<file path="config.mk">
export PLATFORM = sky130hd
export DESIGN_NAME = ras_ckpt_stack
export DESIGN_NICKNAME = d
export VERILOG_FILES = /design/src/rtl/ras_pkg.sv /design/src/rtl/ras_ckpt_queue.sv /design/src/rtl/ras_ckpt_stack_chk.sv /design/src/rtl/ras_ckpt_stack.sv
export SDC_FILE = /design/constraint.sdc
export NUM_CORES = 1
export LEC_CHECK = 0
export ABC_AREA = 1
export BUFFER_PORTS_ARGS = -buffer_cell sky130_fd_sc_hd__buf_2
export CAP_MARGIN = 15
export CELL_PAD_IN_SITES_DETAIL_PLACEMENT = 2
export CELL_PAD_IN_SITES_GLOBAL_PLACEMENT = 2
export CORE_MARGIN = 2
export CORE_UTILIZATION = 37
export DETAILED_ROUTE_END_ITERATION = 12
export PLACE_DENSITY = 0.83
export SLEW_MARGIN = 10
export SYNTH_ARGS = -nofsm -noshare
export SYNTH_HDL_FRONTEND = slang
export SYNTH_SLANG_ARGS = --single-unit
</file>
<file path="constraint.sdc">
create_clock -name clk -period 3.2 [get_ports clk]
set_clock_uncertainty 0.1 [all_clocks]
set_input_delay 0.48 -clock clk [delete_from_list [all_inputs] [get_ports clk]]
set_output_delay 0.48 -clock clk [all_outputs]
set_load 0.05 [all_outputs]
</file>
<file path="src/rtl/ras_pkg.sv">
// Shared defaults, widths and checkpoint record for the return-address stack.
// RAS_TOP_REPAIR_EN adds the post-update top-of-stack entry to each checkpoint.
package ras_pkg;

  localparam int unsigned PC_W_DEF  = 32;
  localparam int unsigned DEPTH_DEF = 16;
  localparam int unsigned CKPT_DEF  = 8;

  localparam int unsigned TOS_W = $clog2(DEPTH_DEF);
  localparam int unsigned CNT_W = $clog2(DEPTH_DEF) + 1;
  localparam int unsigned TAG_W = $clog2(CKPT_DEF);

  // Checkpoint record at the default geometry.
  typedef struct packed {
    logic [TOS_W-1:0]    tos;
    logic [CNT_W-1:0]    count;
`ifdef RAS_TOP_REPAIR_EN
    logic [PC_W_DEF-1:0] top;
`endif
  } ras_ckpt_t;

endpackage

</file>
<file path="src/rtl/ras_ckpt_queue.sv">
// In-order checkpoint ring: slot storage, head/tail/occupancy, full flag and
// tail rollback on recovery. The payload is opaque to this block.
module ras_ckpt_queue
  import ras_pkg::*;
#(
  parameter int unsigned CKPT = CKPT_DEF,
  parameter int unsigned W    = 1
) (
  input  logic                    clk,
  input  logic                    reset,
  input  logic                    flush_i,
  input  logic                    alloc_i,
  input  logic [W-1:0]            alloc_data_i,
  input  logic                    release_i,
  input  logic                    recover_i,
  input  logic [$clog2(CKPT)-1:0] recover_tag_i,
  output logic [W-1:0]            recover_data_o,
  output logic [$clog2(CKPT)-1:0] tail_o,
  output logic [$clog2(CKPT)-1:0] head_o,
  output logic                    full_o
);

  localparam int unsigned TW = $clog2(CKPT);
  localparam logic [TW:0]   OCC_FULL = (TW+1)'(CKPT);
  localparam logic [TW-1:0] PTR_ONE  = TW'(1);

  logic [W-1:0]  slot_q [CKPT];
  logic [TW-1:0] head_q, head_d;
  logic [TW-1:0] tail_q, tail_d;
  logic [TW:0]   occ_q, occ_d;
  logic          full_s, rel_s, alloc_s;

  assign full_s         = (occ_q == OCC_FULL);
  assign recover_data_o = slot_q[recover_tag_i];
  assign tail_o         = tail_q;
  assign head_o         = head_q;
  assign full_o         = full_s;

  // Pointer and occupancy next state; recovery recomputes occupancy from the
  // rolled-back tail so it can never read as full.
  always_comb begin
    rel_s   = release_i && (occ_q != {(TW+1){1'b0}});
    alloc_s = alloc_i && !full_s && !flush_i && !recover_i;
    head_d  = head_q;
    tail_d  = tail_q;
    occ_d   = occ_q;
    if (flush_i) begin
      head_d = {TW{1'b0}};
      tail_d = {TW{1'b0}};
      occ_d  = {(TW+1){1'b0}};
    end else begin
      if (rel_s) begin
        head_d = head_q + PTR_ONE;
      end else begin
        head_d = head_q;
      end
      if (recover_i) begin
        tail_d = recover_tag_i;
        occ_d  = {1'b0, recover_tag_i - head_d};
      end else begin
        tail_d = alloc_s ? (tail_q + PTR_ONE) : tail_q;
        occ_d  = occ_q + {{TW{1'b0}}, alloc_s} - {{TW{1'b0}}, rel_s};
      end
    end
  end

  // Pointer registers.
  always_ff @(posedge clk) begin
    if (reset) begin
      head_q <= {TW{1'b0}};
      tail_q <= {TW{1'b0}};
      occ_q  <= {(TW+1){1'b0}};
    end else begin
      head_q <= head_d;
      tail_q <= tail_d;
      occ_q  <= occ_d;
    end
  end

  // Slot storage; only outstanding slots are ever read, so no reset is needed.
  always_ff @(posedge clk) begin
    if (alloc_s) begin
      slot_q[tail_q] <= alloc_data_i;
    end
  end

endmodule

</file>
<file path="src/rtl/ras_ckpt_stack_chk.sv">
// Protocol checker: a same-cycle release and recovery must not target the head.
module ras_ckpt_stack_chk #(
  parameter int unsigned TAG_W = 3
) (
  input logic             clk,
  input logic             reset,
  input logic             recover_i,
  input logic             release_i,
  input logic [TAG_W-1:0] recover_tag_i,
  input logic [TAG_W-1:0] head_i
);

  // Illegal release/recover collision on the head checkpoint.
  always @(posedge clk) begin
    if (!reset && recover_i && release_i) begin
      assert (recover_tag_i != head_i)
        else $error("ras_ckpt_stack: recover_tag_i equals head while release_i is set");
    end
  end

endmodule

</file>
<file path="src/rtl/ras_ckpt_stack.sv">
// Return-address stack with in-order multi-checkpoint recovery.
// RAS_TOP_REPAIR_EN: checkpoints also restore the top entry on recovery.
module ras_ckpt_stack
  import ras_pkg::*;
#(
  parameter int unsigned PC_W  = PC_W_DEF,
  parameter int unsigned DEPTH = DEPTH_DEF,
  parameter int unsigned CKPT  = CKPT_DEF
) (
  input  logic                    clk,
  input  logic                    reset,
  input  logic                    stall_i,
  input  logic                    push_i,
  input  logic                    pop_i,
  input  logic [PC_W-1:0]         push_addr_i,
  input  logic                    ckpt_i,
  output logic [$clog2(CKPT)-1:0] ckpt_tag_o,
  output logic                    ckpt_full_o,
  input  logic                    release_i,
  input  logic                    recover_i,
  input  logic [$clog2(CKPT)-1:0] recover_tag_i,
  input  logic                    flush_i,
  output logic [PC_W-1:0]         top_addr_o,
  output logic                    top_valid_o
);

  localparam int unsigned SW = $clog2(DEPTH);
  localparam int unsigned CW = $clog2(DEPTH) + 1;
  localparam int unsigned TW = $clog2(CKPT);
  localparam logic [SW-1:0] TOS_ONE = SW'(1);
  localparam logic [CW-1:0] CNT_ONE = CW'(1);
  localparam logic [CW-1:0] CNT_MAX = CW'(DEPTH);

  // Checkpoint record sized for this instance's geometry.
  typedef struct packed {
    logic [SW-1:0]   tos;
    logic [CW-1:0]   count;
`ifdef RAS_TOP_REPAIR_EN
    logic [PC_W-1:0] top;
`endif
  } ckpt_t;

  logic [PC_W-1:0] stack_q [DEPTH];
  logic [SW-1:0]   tos_q, tos_d, upd_tos_s;
  logic [CW-1:0]   count_q, count_d, upd_cnt_s;
  logic            do_push_s, do_pop_s, alloc_s;
  logic            stk_we_s, upd_we_s;
  logic [SW-1:0]   stk_waddr_s, upd_waddr_s;
  logic [PC_W-1:0] stk_wdata_s;
  logic [TW-1:0]   head_s;
  ckpt_t           ck_wr_s, ck_rd_s;
`ifdef RAS_TOP_REPAIR_EN
  logic [PC_W-1:0] upd_top_s;
`endif

  // Speculative push/pop result, also what a same-cycle checkpoint captures.
  always_comb begin
    do_push_s   = push_i && !stall_i;
    do_pop_s    = pop_i && !stall_i;
    upd_tos_s   = tos_q;
    upd_cnt_s   = count_q;
    upd_we_s    = 1'b0;
    upd_waddr_s = tos_q;
`ifdef RAS_TOP_REPAIR_EN
    upd_top_s   = stack_q[tos_q];
`endif
    case ({do_push_s, do_pop_s})
      2'b11: begin
        upd_we_s = 1'b1;
`ifdef RAS_TOP_REPAIR_EN
        upd_top_s = push_addr_i;
`endif
      end
      2'b10: begin
        upd_tos_s   = tos_q + TOS_ONE;
        upd_cnt_s   = (count_q == CNT_MAX) ? count_q : (count_q + CNT_ONE);
        upd_we_s    = 1'b1;
        upd_waddr_s = tos_q + TOS_ONE;
`ifdef RAS_TOP_REPAIR_EN
        upd_top_s = push_addr_i;
`endif
      end
      2'b01: begin
        upd_tos_s = tos_q - TOS_ONE;
        upd_cnt_s = (count_q == {CW{1'b0}}) ? count_q : (count_q - CNT_ONE);
`ifdef RAS_TOP_REPAIR_EN
        upd_top_s = stack_q[tos_q - TOS_ONE];
`endif
      end
      default: begin
        upd_we_s = 1'b0;
      end
    endcase
    ck_wr_s.tos   = upd_tos_s;
    ck_wr_s.count = upd_cnt_s;
`ifdef RAS_TOP_REPAIR_EN
    ck_wr_s.top   = upd_top_s;
`endif
  end

  // Priority: flush over recovery over the speculative update.
  always_comb begin
    alloc_s     = ckpt_i && !stall_i && !recover_i && !flush_i;
    tos_d       = tos_q;
    count_d     = count_q;
    stk_we_s    = 1'b0;
    stk_waddr_s = upd_waddr_s;
    stk_wdata_s = push_addr_i;
    if (flush_i) begin
      tos_d    = {SW{1'b0}};
      count_d  = {CW{1'b0}};
      stk_we_s = 1'b0;
    end else if (recover_i) begin
      tos_d   = ck_rd_s.tos;
      count_d = ck_rd_s.count;
`ifdef RAS_TOP_REPAIR_EN
      stk_we_s    = 1'b1;
      stk_waddr_s = ck_rd_s.tos;
      stk_wdata_s = ck_rd_s.top;
`else
      stk_we_s    = 1'b0;
`endif
    end else begin
      tos_d    = upd_tos_s;
      count_d  = upd_cnt_s;
      stk_we_s = upd_we_s;
    end
  end

  // Pointer registers.
  always_ff @(posedge clk) begin
    if (reset) begin
      tos_q   <= {SW{1'b0}};
      count_q <= {CW{1'b0}};
    end else begin
      tos_q   <= tos_d;
      count_q <= count_d;
    end
  end

  // Stack storage; reset clears contents, flush deliberately does not.
  always_ff @(posedge clk) begin
    if (reset) begin
      for (int i = 0; i < DEPTH; i++) begin
        stack_q[i] <= {PC_W{1'b0}};
      end
    end else if (stk_we_s) begin
      stack_q[stk_waddr_s] <= stk_wdata_s;
    end
  end

  ras_ckpt_queue #(
    .CKPT (CKPT),
    .W    ($bits(ckpt_t))
  ) u_queue (
    .clk            (clk),
    .reset          (reset),
    .flush_i        (flush_i),
    .alloc_i        (alloc_s),
    .alloc_data_i   (ck_wr_s),
    .release_i      (release_i),
    .recover_i      (recover_i),
    .recover_tag_i  (recover_tag_i),
    .recover_data_o (ck_rd_s),
    .tail_o         (ckpt_tag_o),
    .head_o         (head_s),
    .full_o         (ckpt_full_o)
  );

  ras_ckpt_stack_chk #(
    .TAG_W (TW)
  ) u_chk (
    .clk           (clk),
    .reset         (reset),
    .recover_i     (recover_i),
    .release_i     (release_i),
    .recover_tag_i (recover_tag_i),
    .head_i        (head_s)
  );

  assign top_addr_o  = stack_q[tos_q];
  assign top_valid_o = (count_q != {CW{1'b0}});

endmodule

</file>
==> flow_summary.toml <==
[power]
powerDensity_nw_per_um2 = 601.0
vdd_ir_drop_max_mv = 0.4544
leakage_nw = 12.28

[layout]
nets = 2777
multi_input_area_um2 = 8065
fill_cells = 7415
antenna_cells = 0
fin_cells = 3723
syn2layout_area_growth_pct = 17.10
seqCellArea_um2 = 17930
final_layout_size_suffix_gt1_share_pct = 12.41
fin_util_pct = 43.67

[hold_path]
holdPathEnd = "u_queue.occ_q[0]$_SDFF_PP0_"
hold_path_depth = 2
hold_path_class = "in2reg"
hp-start = "recover_i"

[grt]
grt_pass1_vias = 24010
grt-ovfl-total = 0
grtUsageTotal_pct = 29.05
antenna_found_initial = 0
grt_max_degree = 59
grt_pass1_wl_um = 162000

[clock_network]
clock_path_buffers = 3
clkLatencyLatePin_ps = 650
ctsHoldBuffers = 0
cts_buffers = 69
cts_tree = "yes"
clk_pin_slew_ps = 70
ctsRootBufferMaster = "clkbuf_16"
cts.htree.levels = 3
cts.sinks = 603

[drt]
wl_per_cell_um = 30.60
firstDrtPassIters = 5
antenna_left = 0
drc = 0
routed_wl_um = 113900
via_count = 22060
initialDrtViolationCount = 2244
vias_per_cell = 5.926

[worst_setup_path]
crit_path_start_kind = "register"
worstPathRequired_ps = 2620
endpoint_kind = "primary output"
r2r_end = "stack_q[3][27]$_SDFFCE_PN0P_"
reg2reg_slack_ps = 0
timing.rr.start = "tos_q[0]$_SDFF_PP0_"
crit_arrival_ps = 2670
worstSetupPathType = "reg2out"
critPathMaxFanout = 41
reg2regPathDepth = 11

[floorplan]
core_um2 = 72830
pin_count = 81
dieHeight_um = 275.0
initial_core_util_pct = 37.30
die_w_um = 275.0
die_area_um2 = 75600
rows = 99

[yosys]
netlist-cell-type-count = 34
synth.most_common_cell = "nor2_1"
ys.flop_type = "edfxtp_1"
postSynthCellCount = 2655
ys_ff_latch = 603
ys_seq_area_share_pct = 65.96
synthesis.nets = 2717
syn_area_per_cell_um2 = 10.23
netlist_top_cells_count = "964 x nor2_1, 584 x edfxtp_1, 296 x o21ai_0, 176 x nand2_1, 128 x o211ai_1"
async_reset_ff_share_pct = 0
yosys_warnings = 0
syn_area_um2 = 27160
synth_area_leaders = "edfxtp_1 65%, nor2_1 13%, o21ai_0 5.5%"
synth_area_leader_cell = "edfxtp_1"
synth.top_cell.area_share_pct = 64.56
synth-edff-count = 584

[placed_design]
placement.io_buffers = 80
hpwl_um = 60370
placedCellCount = 3581
place.gp.congestion = 0.8054

[outcome]
violations = "negative setup slack"
status = "finished, violations left"

[timing]
fin_ws_ps = -48.09
period_minus_slack_ps = 3248
setup_violations = 4
relSlewSlack_pct = 27.94
maxSlewViolCount = 0
grt_setup_unrepaired = "yes"
fmax_mhz = 307.9
fin_crit_sh_pct = 101.5
tightest_slew_ps = 1071
hold_viol = 0

[run]
maxCapViolCount = 0
worst max path at each step:
| stage | start | slack, ps | cells past startpoint | to |
|---|---|---|---|---|
| 4_1_cts | tos_q[0]$_SDFF_PP0_ | -30 | 8 | top_addr_o[18] |
| 3_3_place_gp | stall_i | 270 | 14 | stack_q[3][23]$_SDFFCE_PN0P_ |
| 3_5_place_dp | stall_i | 60 | 14 | stack_q[3][27]$_SDFFCE_PN0P_ |
| 5_1_grt | tos_q[0]$_SDFF_PP0_ | -80 | 8 | top_addr_o[4] |
| 2_1_floorplan | tos_q[0]$_SDFF_PP0_ | 20 | 13 | stack_q[6][0]$_SDFFCE_PN0P_ |
| 6_report | tos_q[0]$_SDFF_PP0_ | -50 | 8 | top_addr_o[18] |
placed cells by master, fill, tap and decap left out, types with 4 or more instances in the layout:
cell type,count
ha_1,16
a21oi_1,9
o21ai_0,289
nand2_2,20
bufinv_16,4
nand4_1,4
o21ai_1,7
buf_6,8
clkinv_1,15
bufbuf_16,7
buf_4,73
edfxtp_1,584
buf_16,10
clkbuf_4,10
buf_12,22
inv_1,87
clkbuf_16,73
inv_2,4
xnor2_1,4
clkinv_8,4
clkinv_2,5
o211ai_1,128
and2_1,5
nor2_4,4
clkbuf_1,19
nand3_2,19
nor2_1,964
nand2_1,158
dfxtp_1,15
buf_2,58
nand3_1,107
where the power goes:
group	switching, W	total [W]	internal, W
Clock	0.00359	0.00799	0.00440
Combinational	0.00157	0.00211	0.000546
Sequential	0.000116	0.00902	0.00890
state kept, by name, summed over array words and instances (netlist names):
name	cells
u_queue.slot_q	72
stack_q	512
u_queue.head_o	3
count_q	5
u_queue.tail_o	3
tos_q	4
u_queue.occ_q	4
logic make-up after synthesis:
logic type	Yosys count	share of synthesized area, %
buf+inv	303	4.555
xor+xnor	7	0.2257
simple gates	1285	18.97
fa+ha+maj	18	0.8843
flops	603	65.96
compound gates	437	9.332
mux	2	0.07370
worst max-delay path: stages, from the launching register on:
cell and delay [ps]:
dfxtp_4 420, inv_16 180, buf_16 220, buf_12 220, o21ai_0 170, o211ai_1 290
nand3_1 140, nand2_1 110, buf_4 200
what timing repair did:
item                                    in CTS  in global routing
resized for setup                           38                 26
gates cloned                                11                  4
endpoints found under the setup margin      32                 52
buffers inserted                             2                  5
pin swaps                                    3                  3
cell type report:
| type | count | share of cell area [%] |
|---|---|---|
| Timing Repair inverter | 1 | 0.02753 |
| Clock inverter | 29 | 0.9322 |
| Sequential cell | 603 | 56.37 |
| Multi-Input combinational cell | 1749 | 25.35 |
| Clock buffer | 91 | 5.782 |
| Timing Repair Buffer | 193 | 6.482 |
| Inverter | 98 | 1.282 |
| Tap cell | 959 | 3.772 |
metrics by stage:
step / hold WS [ps] / setup TNS (ps) / instance area, µm² / total power [W] / worst slack [ps]
detailed placement: 485.1 / 0 / 29000 / 0.01102 / 57.07
finish: 142.9 / -92.11 / 31810 / 0.01912 / -48.09
floorplan: 400.9 / 0 / 27190 / 0.01026 / 20.52
CTS: 144.3 / -39.21 / 31590 / 0.01886 / -25.74
global placement: 430.7 / 0 / 29000 / 0.01087 / 274.6
global route: 162.3 / -602.4 / 31810 / 0.01953 / -81.78
metal layers:
layer / GRT usage [%] / wire length [µm] / part of all wire, % / vias up
met2: 50.05 / 56790 / 50 / 1088
met1: 35.09 / 43140 / 38 / 11470
met5: 0 / 0 / 0 / -
li1: - / - / - / 9183
met4: 15.52 / 6393 / 5.6 / 0
met3: 4.434 / 7605 / 6.7 / 321
Note: power is estimated with default switching activity, not from simulation.
